<file path="src/rtl/serial_logic_unit_pkg.sv">
// Shared encodings for the bit-serial OR/XOR logic unit.
package serial_logic_unit_pkg;

  typedef enum logic [1:0] {
    ST_IDLE  = 2'b00,
    ST_SHIFT = 2'b01,
    ST_DONE  = 2'b10
  } state_t;

  localparam logic OP_OR  = 1'b0;
  localparam logic OP_XOR = 1'b1;

endpackage

</file>
<file path="src/rtl/serial_logic_unit_orxor.sv">
// Selectable OR/XOR gate cell: s=OP_OR gives a|b, s=OP_XOR gives a^b.
module serial_logic_unit_orxor
  import serial_logic_unit_pkg::*;
(
  input  logic a,
  input  logic b,
  input  logic s,
  output logic q
);

  always_comb begin
    q = (s == OP_XOR) ? (a ^ b) : (a | b);
  end

endmodule

</file>
<file path="src/rtl/serial_logic_unit.sv">
// Bit-serial OR/XOR unit: one gate cell processes WIDTH operand bit pairs LSB first.
// Optional registered parity output when SERIAL_LOGIC_PARITY_EN is defined.
module serial_logic_unit
  import serial_logic_unit_pkg::*;
#(
  parameter int unsigned WIDTH = 8
) (
  input  logic             clk,
  input  logic             rst_n,
  input  logic             start,
  input  logic             op_xor,
  input  logic [WIDTH-1:0] a,
  input  logic [WIDTH-1:0] b,
  output logic             ready,
  output logic             busy,
  output logic             done,
  output logic [WIDTH-1:0] q,
  output logic             zero
`ifdef SERIAL_LOGIC_PARITY_EN
  ,
  output logic             parity
`endif
);

  localparam int unsigned CW = $clog2(WIDTH) + 1;

  state_t           state, state_next;
  logic [WIDTH-1:0] a_sr, b_sr;
  logic [WIDTH-2:0] res_sr;
  logic [CW-1:0]    cnt;
  logic             op_q;
  logic             bit_out;
  logic             last;
  logic [WIDTH-1:0] res_full;

  serial_logic_unit_orxor u_gate (
    .a (a_sr[0]),
    .b (b_sr[0]),
    .s (op_q),
    .q (bit_out)
  );

  assign last     = (cnt == CW'(WIDTH - 1));
  // Only WIDTH-1 bits are stored; the final bit joins them as q is loaded.
  assign res_full = {bit_out, res_sr};

  assign ready = (state == ST_IDLE);
  assign busy  = (state == ST_SHIFT);
  assign done  = (state == ST_DONE);

  always_ff @(posedge clk or negedge rst_n) begin
    if (!rst_n) begin
      state <= ST_IDLE;
    end else begin
      state <= state_next;
    end
  end

  always_comb begin
    state_next = state;
    unique case (state)
      ST_IDLE:  if (start) state_next = ST_SHIFT;
      ST_SHIFT: if (last)  state_next = ST_DONE;
      ST_DONE:  state_next = ST_IDLE;
      default:  state_next = ST_IDLE;
    endcase
  end

  always_ff @(posedge clk or negedge rst_n) begin
    if (!rst_n) begin
      a_sr   <= '0;
      b_sr   <= '0;
      res_sr <= '0;
      cnt    <= '0;
      op_q   <= OP_OR;
      q      <= '0;
      zero   <= 1'b1;
    end else begin
      if (state == ST_IDLE && start) begin
        a_sr <= a;
        b_sr <= b;
        op_q <= op_xor;
        cnt  <= '0;
      end else if (state == ST_SHIFT) begin
        a_sr   <= a_sr >> 1;
        b_sr   <= b_sr >> 1;
        res_sr <= (WIDTH-1)'(res_full >> 1);
        cnt    <= cnt + CW'(1);
        if (last) begin
          q    <= res_full;
          zero <= (res_full == '0);
        end
      end
    end
  end

`ifdef SERIAL_LOGIC_PARITY_EN
  logic par_acc;

  always_ff @(posedge clk or negedge rst_n) begin
    if (!rst_n) begin
      par_acc <= 1'b0;
      parity  <= 1'b0;
    end else begin
      if (state == ST_IDLE && start) begin
        par_acc <= 1'b0;
      end else if (state == ST_SHIFT) begin
        par_acc <= par_acc ^ bit_out;
        if (last) parity <= par_acc ^ bit_out;
      end
    end
  end
`endif

endmodule

</file>
<file path="config.mk">
export PLATFORM = sky130hd
export DESIGN_NAME = serial_logic_unit
export DESIGN_NICKNAME = d
export VERILOG_FILES = /design/src/rtl/serial_logic_unit_pkg.sv /design/src/rtl/serial_logic_unit_orxor.sv /design/src/rtl/serial_logic_unit.sv
export SDC_FILE = /design/constraint.sdc
export NUM_CORES = 1
export LEC_CHECK = 0
export CORE_MARGIN = 4
export CORE_UTILIZATION = 45
export DETAILED_ROUTE_END_ITERATION = 10
export PLACE_DENSITY = 0.74
export SLEW_MARGIN = 20
export SYNTH_ARGS = -nofsm -noshare
export SYNTH_HDL_FRONTEND = slang
export SYNTH_HIERARCHICAL = 1
export SYNTH_SLANG_ARGS = --single-unit
export TNS_END_PERCENT = 30
</file>
<file path="constraint.sdc">
create_clock -name clk -period 1.6 [get_ports clk]
set_clock_uncertainty 0.15 [all_clocks]
set_input_delay 0.32 -clock clk [delete_from_list [all_inputs] [get_ports clk]]
set_output_delay 0.32 -clock clk [all_outputs]
set_load 0.02 [all_outputs]
</file>
=== Word level (Yosys, flattened, before mapping) ===
Index checks and enable logic that the tools add are counted.
W data, S select, Z words.

* Muxes and demuxes: 10
* Reduce and logical (&&, ||, !) cells: 7
* Equal/unequal tests: 5
* Bitwise gates (word level): 3
* Add/subtract/negate cells: 1

{| class="wikitable"
|+ Operator list
! operator !! count
|-
| $mux W8 || 4
|-
| $logic_not A8 Y1 || 1
|-
| $mux W4 || 2
|-
| $add A4 B1 Y4 const B || 1
|-
| $eq A4 B3 Y1 const B || 1
|-
| $mux W2 || 2
|-
| $pmux W2 S2 || 1
|-
| $reduce_and A2 Y1 || 2
|-
| $reduce_and A3 Y1 || 1
|-
| $eq A2 B1 Y1 const B || 1
|-
| $eq A2 B2 Y1 const B || 1
|-
| $logic_not A2 Y1 || 1
|-
| $ne A2 B1 Y1 const B || 1
|-
| $ne A2 B2 Y1 const B || 1
|-
| $reduce_bool A2 Y1 || 1
|-
| $logic_and A1 B1 Y1 || 1
|-
| $mux W1 || 1
|-
| $not A1 Y1 || 1
|-
| $or A1 B1 Y1 || 1
|-
| $xor A1 B1 Y1 || 1
|}

* Register bits after elaboration: 39
* Output and inout port bits: 12
* Bits of input ports: 20
* Word-level logic and storage cells: 34

=== Longest topological paths before layout ===
Gate-level depths: netlist (run 1).

* Depth in word-level cells: 4
* Mapped depth: 7
* Depth with buffers taken out: 7

=== Cells and area by module ===
Netlist (run 1), hierarchy kept.

{| class="wikitable"
|+ Modules (own cells, without submodules)
! module !! seq. area each (um^2) !! cells each !! area each (um^2) !! times used
|-
| serial_logic_unit || 977.2 || 150 || 1599.0 || 1
|-
| serial_logic_unit_orxor || 0.0 || 5 || 28.8 || 1
|}

=== Worst setup path after synthesis (run 1) ===
No wires, ideal clock.

* Kind: register to output
* From: register state[1]
* To: output busy
* Path slack: 0.035 ns
* Stages on the path, launching flop included: 4
* Required time: 1.130 ns
* Arrival: 1.095 ns
* Buffers on the path: 1
* Cells stage by stage: dfrtp_1 -> nand2b_4 -> inv_1 -> buf_1

* Word-level cells in the longest chain between the ends: 1

{| class="wikitable"
|+ Ends and longest elaborated chain
! item !! line !! text
|-
| from (decl) || serial_logic_unit.sv:27 || <nowiki>state_t state, state_next;</nowiki>
|-
| from (signal assigned) || serial_logic_unit.sv:55 || <nowiki>state <= state_next;</nowiki>
|-
| $eq A2 B1 Y1 || serial_logic_unit.sv:48 || <nowiki>assign busy = (state == ST_SHIFT);</nowiki>
|-
| to (decl) || serial_logic_unit.sv:15 || <nowiki>output logic busy,</nowiki>
|}

No other way between the ends.

=== Worst setup path after layout (run 1) ===
* From: register state[1]
* To: output done

* Word-level cells in the longest chain between the ends: 1

{| class="wikitable"
|+ Ends and longest elaborated chain
! item !! line !! text
|-
| $eq A2 B2 Y1 || serial_logic_unit.sv:49 || <nowiki>assign done = (state == ST_DONE);</nowiki>
|-
| to (decl) || serial_logic_unit.sv:16 || <nowiki>output logic done,</nowiki>
|}

No other way between the ends.

==> results of run 1 <==
==> registers in the layout, indices dropped and copies added, names as in the netlist <==
register,cells
a_sr,8
b_sr,8
cnt,4
op_q,1
q,8
res_sr,7
state,2
zero,1
==> kinds of logic after synthesis <==
kind of cell | after synthesis | synth area share (%)
AO/OA/AOI/OAI | 21 | 8.76
XOR/XNOR | 1 | 0.538
adder cells (fa/ha/maj) | 2 | 1.54
buffers and inverters | 10 | 2.46
flip-flops | 39 | 60.0
multiplexers | 11 | 7.46
AND/OR/NAND/NOR | 71 | 19.2
==> critical path, delay by kind of cell (launching register included) <==
kind / cells / cell delay, ns
buffers and inverters: 2 / 0.25
AND/OR/NAND/NOR: 1 / 0.15
flip-flops: 1 / 0.40
==> power by group through the flow <==
stage / clock, uW / combinational (uW) / sequential, uW
3_5_place_dp: 0 / 1580 / 1670
3_3_place_gp: 0 / 1540 / 1640
2_1_floorplan: 0 / 835 / 1730
4_1_cts: 497 / 1510 / 1650
6_report: 477 / 1610 / 1660
5_1_grt: 546 / 1800 / 1720
==> per-layer routing <==
| metal | part of all wire [%] | GRT usage (%) |
|---|---|---|
| met1 | 45 | 21.8 |
| met2 | 50 | 28.5 |
| met3 | 3.1 | 4.43 |
| met4 | 1.9 | 6.70 |
| met5 | 0 | 0 |
==> worst paths after layout <==
check	startpoint	to	slack (ns)	cells after the start
setup / recovery	state[1]$_DFFE_PN0P_	done	-0.02	3
hold / removal	rst_n	a_sr[4]$_DFFE_PN0P_	0.29	2
hold reg to reg	zero$_DFFE_PN1P_	zero$_DFFE_PN1P_	0.34	2
min in group clk	zero$_DFFE_PN1P_	zero$_DFFE_PN1P_	0.34	2
max in group asynchronous	rst_n	b_sr[2]$_DFFE_PN0P_	0.47	3
setup reg to reg	state[1]$_DFFE_PN0P_	q[0]$_DFFE_PN0P_	0	5
==> cells in the mapped netlist, drive strengths merged <==
| master | number |
|---|---|
| a22oi | 14 |
| and2b | 1 |
| buf | 3 |
| clkbuf | 3 |
| dfrtp | 38 |
| dfstp | 1 |
| ha | 2 |
| inv | 4 |
| mux2 | 9 |
| mux2i | 2 |
| nand2 | 59 |
| nand2b | 3 |
| nand3b | 1 |
| nand4 | 1 |
| nor2 | 2 |
| nor3 | 1 |
| nor3b | 1 |
| nor4 | 2 |
| o21ai | 6 |
| o21bai | 1 |
| xor2 | 1 |
==> metrics by stage <==
step / util (%) / hold slack [ns]
2_1_floorplan: - / -0.126
5_1_grt: 64.1 / 0.293
6_report: 64.1 / 0.291
4_1_cts: 62.1 / 0.291
3_3_place_gp: 61.1 / 0.129
3_5_place_dp: 61.1 / 0.135
==> area by class of cell <==
class / count / area [um2] / area share, %
Timing Repair Buffer: 47 / 440 / 20.1
Clock buffer: 7 / 45.0 / 2.06
Clock inverter: 1 / 5.00 / 0.228
Inverter: 4 / 15.0 / 0.685
Sequential cell: 39 / 977 / 44.6
Multi-Input combinational cell: 106 / 651 / 29.7
Tap cell: 46 / 57.6 / 2.63
==> what timing repair did <==
action | in CTS | in global routing
gates resized for setup | 25 | 16
endpoints found under the setup margin | 19 | 26
buffers inserted | 0 | 1
cloned | 0 | 0
hold endpoints to repair | 16 | 0
hold buffers | 1 | 0
pin swaps | 1 | 2
==> impl_metrics.ini, run 1 <==
[layout]
final_nets = 225
drive_gt1_share_pct = 20.1
final_common_cell = nand2_1
final_cell_mix = 59 x nand2_1, 38 x dfrtp_1, 18 x clkdlybuf4s50_1
syn_to_final_growth_pct = 34.6
postLayoutCellArea_mm2 = 0.00219
layoutNonFillerInstCount = 250
n_antenna_cell = 0
n_fill_cell = 289

[route]
viasPerCell = 5.08
drc = 0
dr.pass1.iters = 4
drt-initial-drc-count = 33
vias = 1271
postRouteAntennaNets = 0
wire_per_inst_um = 13.8
wirelength_um = 3450

[setup_path]
crit_path_start_kind = flop
worstPathMaxFanout = 3
critPathRequiredTime_ns = 1.13
cp_cell_sequence = buf_6 -> and2b_1 -> buf_6
worstPathArrival_ns = 1.15
worstSetupPathType = reg2out
crit_top_cell = buf_6
slowest_stage = dfrtp_1
worstSetupEndpointType = primary output
slowest_delay_ns = 0.40

[clocking]
cts_max_path_buffers = 2
clock-sinks = 39
clk_pin_slew_worst_paths_ns = 0.11
ctsHtreeMaxLevel = 2
cts_inserted_buffers = 5
cts_tree = yes
cts_root_buf = clkbuf_4
insertion_delay_ns = 0.35

[power]
p_comb_share_pct = 43.0
ir_worst_vdd_uv = 856
switching_power_uw = 1420
finalPower_uw = 3750
swShare_pct = 38.0
power.density_mw_per_mm2 = 1710
clockPowerShare_pct = 12.7
intPower_uw = 2320
p_leak_uw = 0.00109
seq_power_share_pct = 44.2

[timing]
max_freq_ghz = 0.618
setup_tns_ns = -0.0253
worst_slack_ns = -0.0190
slew_headroom_pct = 71.0
final_max_slew_viol_count = 0
hold_viol_final = 0
worst_pin_slew_ns = 0.435
fin_crit_sh_pct = 101
rsz0062_at_grt = yes
finalSetupViolCount = 4
period_minus_slack_ns = 1.62

[global_route]
track_usage_pct = 17.3
grt_pass1_wl_um = 5840
grt-ovfl-total = 0
grt_pass1_vias = 1286
grt_max_degree = 25
antenna_found_initial = 0

[yosys]
synth.distinct_cells = 24
synth.largest_area_cell = dfrtp_1
synth_top_area_share_pct = 58.4
synth_nets = 177
synth_cells = 155
netlist_area_mm2 = 0.00163
synth.top_cells.by_area = dfrtp_1 58%, nand2_1 14%, a22oi_1 6.5%, mux2_2 6.2%, dfstp_2 1.6%
ys_warn_count = 6
yosysSeqAreaShare_pct = 60.0
syn_area_per_cell_um2 = 10.5
ys_ff_latch = 39

[floorplanning]
coreArea_mm2 = 0.00342
die_area_mm2 = 0.00464
io-pin-count = 32
num_rows = 21
initial_core_util_pct = 47.7
die_y_um = 68.1
die_x_um = 68.1

[placement]
io_buffers = 31
dp_slack_ns = -0.117
dpl.hpwl_um = 2420
placed_area_mm2 = 0.00209
gp_congestion = 0.794
dpl.cell_count = 240

[outcome]
failed_checks = negative setup slack
status = complete, but fails checks

[flow_run]
max_cap_violations = 0

[hold_path]
min-delay-path-class = in2async
No activity file was read; power rests on OpenSTA's default activity.
==> run 2, diff against run 1 <==
- CTS_CLUSTER_DIAMETER: not set -> 120
==> results of run 2 <==
No change in the layout: final DEF, timing and power equal those of run 1.
